[src/rtl/xg_lsu_if.sv]
// Signal bundle between the EX stage, the LSU, the data-memory bus and write-back.
// The slave modport is the LSU's view; master is the surrounding pipeline/bus.
interface xg_lsu_if #(
  parameter int XLEN = 32,
  parameter int RD_W = 5
);
  logic            req_valid;
  logic            req_ready;
  logic            req_we;
  logic [2:0]      req_funct3;
  logic [XLEN-1:0] req_addr;
  logic [XLEN-1:0] req_wdata;
  logic [RD_W-1:0] req_rd;
  logic            flush_i;
  logic            stall_o;
  logic            dmem_req;
  logic            dmem_we;
  logic [XLEN-1:0] dmem_addr;
  logic [3:0]      dmem_wstrb;
  logic [XLEN-1:0] dmem_wdata;
  logic            dmem_ack;
  logic [XLEN-1:0] dmem_rdata;
  logic            wb_valid;
  logic [RD_W-1:0] wb_rd;
  logic [XLEN-1:0] wb_data;
  logic            fault_o;
  logic [1:0]      fault_cause;
  logic [XLEN-1:0] fault_addr;

  modport slave (
    input  req_valid, req_we, req_funct3, req_addr, req_wdata, req_rd, flush_i,
           dmem_ack, dmem_rdata,
    output req_ready, stall_o, dmem_req, dmem_we, dmem_addr, dmem_wstrb, dmem_wdata,
           wb_valid, wb_rd, wb_data, fault_o, fault_cause, fault_addr
  );

  modport master (
    output req_valid, req_we, req_funct3, req_addr, req_wdata, req_rd, flush_i,
           dmem_ack, dmem_rdata,
    input  req_ready, stall_o, dmem_req, dmem_we, dmem_addr, dmem_wstrb, dmem_wdata,
           wb_valid, wb_rd, wb_data, fault_o, fault_cause, fault_addr
  );
endinterface

[src/rtl/xg_lsu_stage.sv]
// Memory-access stage: one data-memory transaction per accepted load/store,
// with load alignment/extension and rejection of illegal or misaligned accesses.
module xg_lsu_stage #(
  parameter int XLEN = 32,
  parameter int RD_W = 5
) (
  input logic     clk,
  input logic     rstn,
  xg_lsu_if.slave lsu
);

  typedef enum logic [1:0] {
    S_IDLE  = 2'd0,
    S_REQ   = 2'd1,
    S_RESP  = 2'd2,
    S_FAULT = 2'd3
  } state_t;

  state_t          state, state_nxt;
  logic            flushed_p1, flushed_nxt;
  logic            accept;
  logic            illegal_p0, misal_p0;
  logic [1:0]      cause_p0;

  logic [XLEN-1:0] addr_p1, wdata_p1;
  logic [2:0]      f3_p1;
  logic            we_p1;
  logic [RD_W-1:0] rd_p1;
  logic [1:0]      cause_p1;
  logic [XLEN-1:0] rdata_p2;

  function automatic logic [XLEN-1:0] load_align(input logic [XLEN-1:0] word,
                                                 input logic [1:0] ofs,
                                                 input logic [2:0] f3);
    logic [XLEN-1:0]        sh;
    logic signed [7:0]      b;
    logic signed [15:0]     h;
    logic signed [XLEN-1:0] ext;
    sh = word >> {ofs, 3'b000};
    b  = sh[7:0];
    h  = sh[15:0];
    case (f3)
      3'd0:    ext = b;
      3'd1:    ext = h;
      3'd4:    ext = {{(XLEN-8){1'b0}}, sh[7:0]};
      3'd5:    ext = {{(XLEN-16){1'b0}}, sh[15:0]};
      default: ext = sh;
    endcase
    return ext;
  endfunction

  function automatic logic [3:0] store_strb(input logic [2:0] f3, input logic [1:0] ofs);
    logic [3:0] s;
    case (f3[1:0])
      2'd0:    s = 4'b0001;
      2'd1:    s = 4'b0011;
      default: s = 4'b1111;
    endcase
    return s << ofs;
  endfunction

  function automatic logic [XLEN-1:0] store_data(input logic [2:0] f3,
                                                 input logic [XLEN-1:0] d);
    case (f3[1:0])
      2'd0:    return {4{d[7:0]}};
      2'd1:    return {2{d[15:0]}};
      default: return d;
    endcase
  endfunction

  // Stage p0: classify the incoming request; illegal funct3 wins over misalignment
  always_comb begin
    illegal_p0 = lsu.req_we ? (lsu.req_funct3 > 3'd2)
                            : (lsu.req_funct3 == 3'd3 || lsu.req_funct3 > 3'd5);
    case (lsu.req_funct3[1:0])
      2'd1:    misal_p0 = lsu.req_addr[0];
      2'd2:    misal_p0 = |lsu.req_addr[1:0];
      default: misal_p0 = 1'b0;
    endcase
    if (illegal_p0)    cause_p0 = 2'b11;
    else if (misal_p0) cause_p0 = lsu.req_we ? 2'b10 : 2'b01;
    else               cause_p0 = 2'b00;
  end

  assign accept = lsu.req_valid & (state == S_IDLE) & ~lsu.flush_i;

  always_comb begin
    state_nxt   = state;
    flushed_nxt = flushed_p1;
    case (state)
      S_IDLE: begin
        if (accept) begin
          flushed_nxt = 1'b0;
          state_nxt   = (cause_p0 != 2'b00) ? S_FAULT : S_REQ;
        end
      end
      S_REQ: begin
        // A flush cannot abort the bus cycle; it only kills the later write-back
        if (lsu.flush_i) flushed_nxt = 1'b1;
        if (lsu.dmem_ack) state_nxt = S_RESP;
      end
      default: state_nxt = S_IDLE;
    endcase
  end

  always_ff @(posedge clk or negedge rstn) begin
    if (!rstn) begin
      state      <= S_IDLE;
      flushed_p1 <= 1'b0;
    end else begin
      state      <= state_nxt;
      flushed_p1 <= flushed_nxt;
    end
  end

  // Stage p1/p2: request held for the bus, aligned load data captured on ack
  always_ff @(posedge clk) begin
    if (accept) begin
      addr_p1  <= lsu.req_addr;
      wdata_p1 <= lsu.req_wdata;
      f3_p1    <= lsu.req_funct3;
      we_p1    <= lsu.req_we;
      rd_p1    <= lsu.req_rd;
      cause_p1 <= cause_p0;
    end
    if (state == S_REQ && lsu.dmem_ack)
      rdata_p2 <= load_align(lsu.dmem_rdata, addr_p1[1:0], f3_p1);
  end

  // Outputs are qualified by state so that reset forces them to zero at once
  assign lsu.req_ready   = (state == S_IDLE);
  assign lsu.stall_o     = ((state == S_IDLE) & lsu.req_valid & ~lsu.flush_i) | (state == S_REQ);
  assign lsu.dmem_req    = (state == S_REQ);
  assign lsu.dmem_we     = (state == S_REQ) & we_p1;
  assign lsu.dmem_addr   = (state == S_REQ) ? {addr_p1[XLEN-1:2], 2'b00} : '0;
  assign lsu.dmem_wstrb  = lsu.dmem_we ? store_strb(f3_p1, addr_p1[1:0]) : 4'b0000;
  assign lsu.dmem_wdata  = lsu.dmem_we ? store_data(f3_p1, wdata_p1) : '0;
  assign lsu.wb_valid    = (state == S_RESP) & ~we_p1 & ~flushed_p1 & ~lsu.flush_i;
  assign lsu.wb_rd       = lsu.wb_valid ? rd_p1 : '0;
  assign lsu.wb_data     = lsu.wb_valid ? rdata_p2 : '0;
  assign lsu.fault_o     = (state == S_FAULT) & ~lsu.flush_i;
  assign lsu.fault_cause = lsu.fault_o ? cause_p1 : 2'b00;
  assign lsu.fault_addr  = lsu.fault_o ? addr_p1 : '0;

endmodule

[src/flat_wrapper.sv]
// flat-port wrapper written by rule: the top's interface ports become plain ports
module xg_lsu_stage_flat 
#(
  parameter int XLEN = 32,
  parameter int RD_W = 5
)
  (clk, rstn, lsu_req_valid, lsu_req_we, lsu_req_funct3, lsu_req_addr, lsu_req_wdata, lsu_req_rd, lsu_flush_i, lsu_dmem_ack, lsu_dmem_rdata, lsu_req_ready, lsu_stall_o, lsu_dmem_req, lsu_dmem_we, lsu_dmem_addr, lsu_dmem_wstrb, lsu_dmem_wdata, lsu_wb_valid, lsu_wb_rd, lsu_wb_data, lsu_fault_o, lsu_fault_cause, lsu_fault_addr);
  xg_lsu_if #(.XLEN(XLEN), .RD_W(RD_W)) lsu_i ();
  input logic clk;
  input logic rstn;
  input wire logic [$bits(lsu_i.req_valid)-1:0] lsu_req_valid;
  input wire logic [$bits(lsu_i.req_we)-1:0] lsu_req_we;
  input wire logic [$bits(lsu_i.req_funct3)-1:0] lsu_req_funct3;
  input wire logic [$bits(lsu_i.req_addr)-1:0] lsu_req_addr;
  input wire logic [$bits(lsu_i.req_wdata)-1:0] lsu_req_wdata;
  input wire logic [$bits(lsu_i.req_rd)-1:0] lsu_req_rd;
  input wire logic [$bits(lsu_i.flush_i)-1:0] lsu_flush_i;
  input wire logic [$bits(lsu_i.dmem_ack)-1:0] lsu_dmem_ack;
  input wire logic [$bits(lsu_i.dmem_rdata)-1:0] lsu_dmem_rdata;
  output wire logic [$bits(lsu_i.req_ready)-1:0] lsu_req_ready;
  output wire logic [$bits(lsu_i.stall_o)-1:0] lsu_stall_o;
  output wire logic [$bits(lsu_i.dmem_req)-1:0] lsu_dmem_req;
  output wire logic [$bits(lsu_i.dmem_we)-1:0] lsu_dmem_we;
  output wire logic [$bits(lsu_i.dmem_addr)-1:0] lsu_dmem_addr;
  output wire logic [$bits(lsu_i.dmem_wstrb)-1:0] lsu_dmem_wstrb;
  output wire logic [$bits(lsu_i.dmem_wdata)-1:0] lsu_dmem_wdata;
  output wire logic [$bits(lsu_i.wb_valid)-1:0] lsu_wb_valid;
  output wire logic [$bits(lsu_i.wb_rd)-1:0] lsu_wb_rd;
  output wire logic [$bits(lsu_i.wb_data)-1:0] lsu_wb_data;
  output wire logic [$bits(lsu_i.fault_o)-1:0] lsu_fault_o;
  output wire logic [$bits(lsu_i.fault_cause)-1:0] lsu_fault_cause;
  output wire logic [$bits(lsu_i.fault_addr)-1:0] lsu_fault_addr;
  assign lsu_i.req_valid = lsu_req_valid;
  assign lsu_i.req_we = lsu_req_we;
  assign lsu_i.req_funct3 = lsu_req_funct3;
  assign lsu_i.req_addr = lsu_req_addr;
  assign lsu_i.req_wdata = lsu_req_wdata;
  assign lsu_i.req_rd = lsu_req_rd;
  assign lsu_i.flush_i = lsu_flush_i;
  assign lsu_i.dmem_ack = lsu_dmem_ack;
  assign lsu_i.dmem_rdata = lsu_dmem_rdata;
  assign lsu_req_ready = lsu_i.req_ready;
  assign lsu_stall_o = lsu_i.stall_o;
  assign lsu_dmem_req = lsu_i.dmem_req;
  assign lsu_dmem_we = lsu_i.dmem_we;
  assign lsu_dmem_addr = lsu_i.dmem_addr;
  assign lsu_dmem_wstrb = lsu_i.dmem_wstrb;
  assign lsu_dmem_wdata = lsu_i.dmem_wdata;
  assign lsu_wb_valid = lsu_i.wb_valid;
  assign lsu_wb_rd = lsu_i.wb_rd;
  assign lsu_wb_data = lsu_i.wb_data;
  assign lsu_fault_o = lsu_i.fault_o;
  assign lsu_fault_cause = lsu_i.fault_cause;
  assign lsu_fault_addr = lsu_i.fault_addr;
  xg_lsu_stage #(.XLEN(XLEN), .RD_W(RD_W)) u_core (.clk(clk), .rstn(rstn), .lsu(lsu_i));
endmodule
[config.mk]
export PLATFORM = sky130hd
export DESIGN_NAME = xg_lsu_stage_flat
export DESIGN_NICKNAME = d
export VERILOG_FILES = /design/src/rtl/xg_lsu_if.sv /design/src/rtl/xg_lsu_stage.sv /design/src/flat_wrapper.sv
export SDC_FILE = /design/constraint.sdc
export NUM_CORES = 1
export LEC_CHECK = 0
export CAP_MARGIN = 20
export CORE_MARGIN = 1.5
export CORE_UTILIZATION = 35
export CTS_CLUSTER_DIAMETER = 200
export DETAILED_ROUTE_END_ITERATION = 12
export PLACE_DENSITY = 0.75
export SLEW_MARGIN = 0
export SYNTH_ARGS = -nofsm -noshare
export SYNTH_HDL_FRONTEND = slang
export SYNTH_SLANG_ARGS = --single-unit
[constraint.sdc]
create_clock -name clk -period 8.1 [get_ports clk]
set_input_delay 0.81 -clock clk [delete_from_list [all_inputs] [get_ports clk]]
set_output_delay 0.81 -clock clk [all_outputs]
set_load 0.02 [all_outputs]
==> results.toml <==
[outcome]
outcome = "finished, final reports clean"

[place]
gp_congestion = 0.7961
dp_hpwl_um = 11870
io_buffers = 252
pre_cts_slack_ps = 3908
numPlacedInstances = 889

[sta]
clock_skew_ps = 7.508
fin_ws_ps = 3535
finalCritPeriodShare_pct = 56.36
rsz0062_at_grt = "no"
slew_viol_final = 0
tightest_slew_ps = 1037
fmax_mhz = 219.0
hold_viol = 0
finalSetupViolations = 0
tns_ps = 0
relSlewSlack_pct = 30.85
period_needed_ps = 4565

[clocking]
clock_path_buffers = 2
clkLatencyLatePin_ps = 350
cts_tree = "built"
numCtsBuffers = 9
cts_root_buf = "clkbuf_16"
cts_htree_levels = 3
cts_resized = 0
clkTransAtPathRegs_ps = 70
holdBufCountCts = 0
post_cts_buffers = 0
cts.sinks = 110

[global_route]
gr-total-overflow = 0
grt_max_degree = 55
grt_pass1_wl_um = 24230
grt_pass1_vias = 4488
antenna_found_initial = 0
track_usage_pct = 19.59

[drt]
wl_met2_um = 7967
wirelength_um = 16350
drt-initial-drc-count = 244
wire_per_inst_um = 18.06
dr_total_vias = 4492
drtAntennaViolNets = 0
drt-met1-wl_um = 6697
wl_met3_um = 1280
drc_errors = 0
top_layer_used = "met4"
via_per_inst = 4.964
drtPass1Iterations = 4

[logic_synthesis]
synth-adder-area-share_pct = 0.6876
syn_inst = 476
yosysUniqueCellTypes = 33
ys.flop_type = "edfxtp_1"
synth_seq_area_share_pct = 60.23
synth_compound_area_share_pct = 7.220
synth-edff-count = 107
synthSimpleGateAreaFrac_pct = 21.02
synthMuxAreaShare_pct = 6.601
yosys_warnings = 0
ys_ff_latch = 110
syn_area_um2 = 5459
synth_xor_area_share_pct = 0
avgSynthCellArea_um2 = 11.47
synth_top_family_by_area = "simple AND/OR/NAND/NOR gates"
async_flop_share_pct = 2.727

[setup_path]
critPathRequiredTime_ps = 7290
crit_type = "flip-flop to output pin"
crit_family = "flip-flops"
worst_ep_arrival_time_ps = 3760
critPathMaxFanout = 38
start_kind = "flip-flop"
worst-path-buf-inv = 2
worstPathCellList = "inv_1, nor2_4, nand2_1, a21oi_1, clkdlybuf4s50_1"
max_stage_delay_ps = 1030
cp_slowest_cell = "dfrtp_1"
crit_path_end_kind = "output pin"

[final_layout]
drive_above_1_share_pct = 4.184
antennaDiodeCount = 0
nNetsFinal = 825
post-route-util_pct = 55.24
area_delta_synth_final_pct = 53.84
fin_cells = 905

[floorplanning]
fp.dieH_um = 127.9
start_util_pct = 35.91
dieArea_um2 = 16360
io_pins = 255
placementRows = 45
core_area_um2 = 15200
die_w_um = 127.9

[hold_path]
hold_class = "flip-flop to flip-flop"

[flow_run]
cap_violations = 0

[power]
power_density_nw_per_um2 = 171.8
ir_worst_vdd_mv = 0.09029
leakage_nw = 3.176
-- flip-flops by register name, summed over array words and instances, names as in the netlist --
signal	cells
u_core.wdata_p1	32
u_core.state	2
u_core.addr_p1	32
u_core.cause_p1	2
u_core.flushed_p1	1
u_core.we_p1	1
u_core.rdata_p2	32
u_core.rd_p1	5
u_core.f3_p1	3
-- final cells by class --
| cell class | count | area, um^2 |
|---|---|---|
| clock inverter | 4 | 55.05 |
| timing repair buffer | 260 | 2586 |
| sequential | 110 | 3288 |
| inverter | 9 | 33.78 |
| multi-input combinational | 322 | 1963 |
| fill | 1275 | 6804 |
| clock buffer | 12 | 236.5 |
| tap | 188 | 235.2 |
-- worst register-to-register path, stage by stage (launching register included) --
cell and delay, ps:
edfxtp_1 330, buf_4 440, mux2i_1 340, mux2i_1 130, o211ai_2 620, o21ai_0 230
-- synth_stat cells, types with 4 or more instances --
library cell	count	area [um^2]
o21ai_0	11	55.05
clkbuf_1	11	41.29
a21oi_1	31	155.2
inv_1	9	33.78
nor2_1	48	180.2
and2_1	71	444.2
mux2i_1	36	360.4
nand2_1	37	138.9
buf_4	4	30.03
and3_1	39	244.0
edfxtp_1	107	3213
nor2b_1	8	50.05
nand2b_1	6	37.54
a211oi_1	15	112.6
buf_2	14	70.07
-- path summary, 6_finish.rpt --
check / cells after the start / endpoint / from / slack (ps)
hold reg to reg: 2 / u_core.flushed_p1 / u_core.flushed_p1 / 620
setup reg to reg: 5 / u_core.rdata_p2[17] / u_core.addr_p1[0] / 5730
max in group asynchronous: 1 / u_core.state[1] / rstn / 7320
setup / recovery: 5 / lsu_dmem_wdata[10] / u_core.state[0] / 3530
hold / removal: 2 / u_core.flushed_p1 / u_core.flushed_p1 / 620
min in group asynchronous: 1 / u_core.state[0] / rstn / 630
-- stage by stage --
step	cell area, um^2	hold slack (ps)	total power [W]
6_report	8398	622.2	0.001443
5_1_grt	8398	625.6	0.001498
4_1_cts	8398	619.5	0.001457
3_5_place_dp	8107	609.4	0.001009
3_3_place_gp	8095	586.8	0.001001
2_1_floorplan	5463	514.4	0.0008550
-- cell usage in the layout, fill, tap and decap left out, types with 2 or more instances in the layout --
cell and count:
a211oi_1 15, a21oi_1 31, and2_1 71, and3_1 39
buf_4 7, clkbuf_1 3, clkbuf_16 9, clkdlybuf4s50_1 252
conb_1 2, dfrtp_1 3, edfxtp_1 107, ha_1 3
inv_1 9, mux2i_1 36, nand2_1 37, nand2b_1 6
nor2_1 47, nor2b_1 8, nor3_1 2, o21ai_0 11
o21ai_2 2
-- cell families after synthesis --
group,count (synthesis)
other,1
AOI/OAI and AO/OA,65
adders and majority gates,3
muxes,36
DFF,110
buffers and inverters,45
and+or+nand+nor,216
-- metal layers --
| metal | up-vias | GRT usage (%) |
|---|---|---|
| met5 | - | 0 |
| met2 | 200 | 33.24 |
| met1 | 2124 | 23.32 |
| met3 | 24 | 5.301 |
| met4 | 0 | 8.724 |
| li1 | 2144 | - |
-- report_power, final --
group          internal [W]  switching (W)
clock              0.000242       0.000205
combinational      0.000144       0.000154
sequential         0.000671      0.0000262
total               0.00106       0.000385
Power figures use the tool's default switching activity.
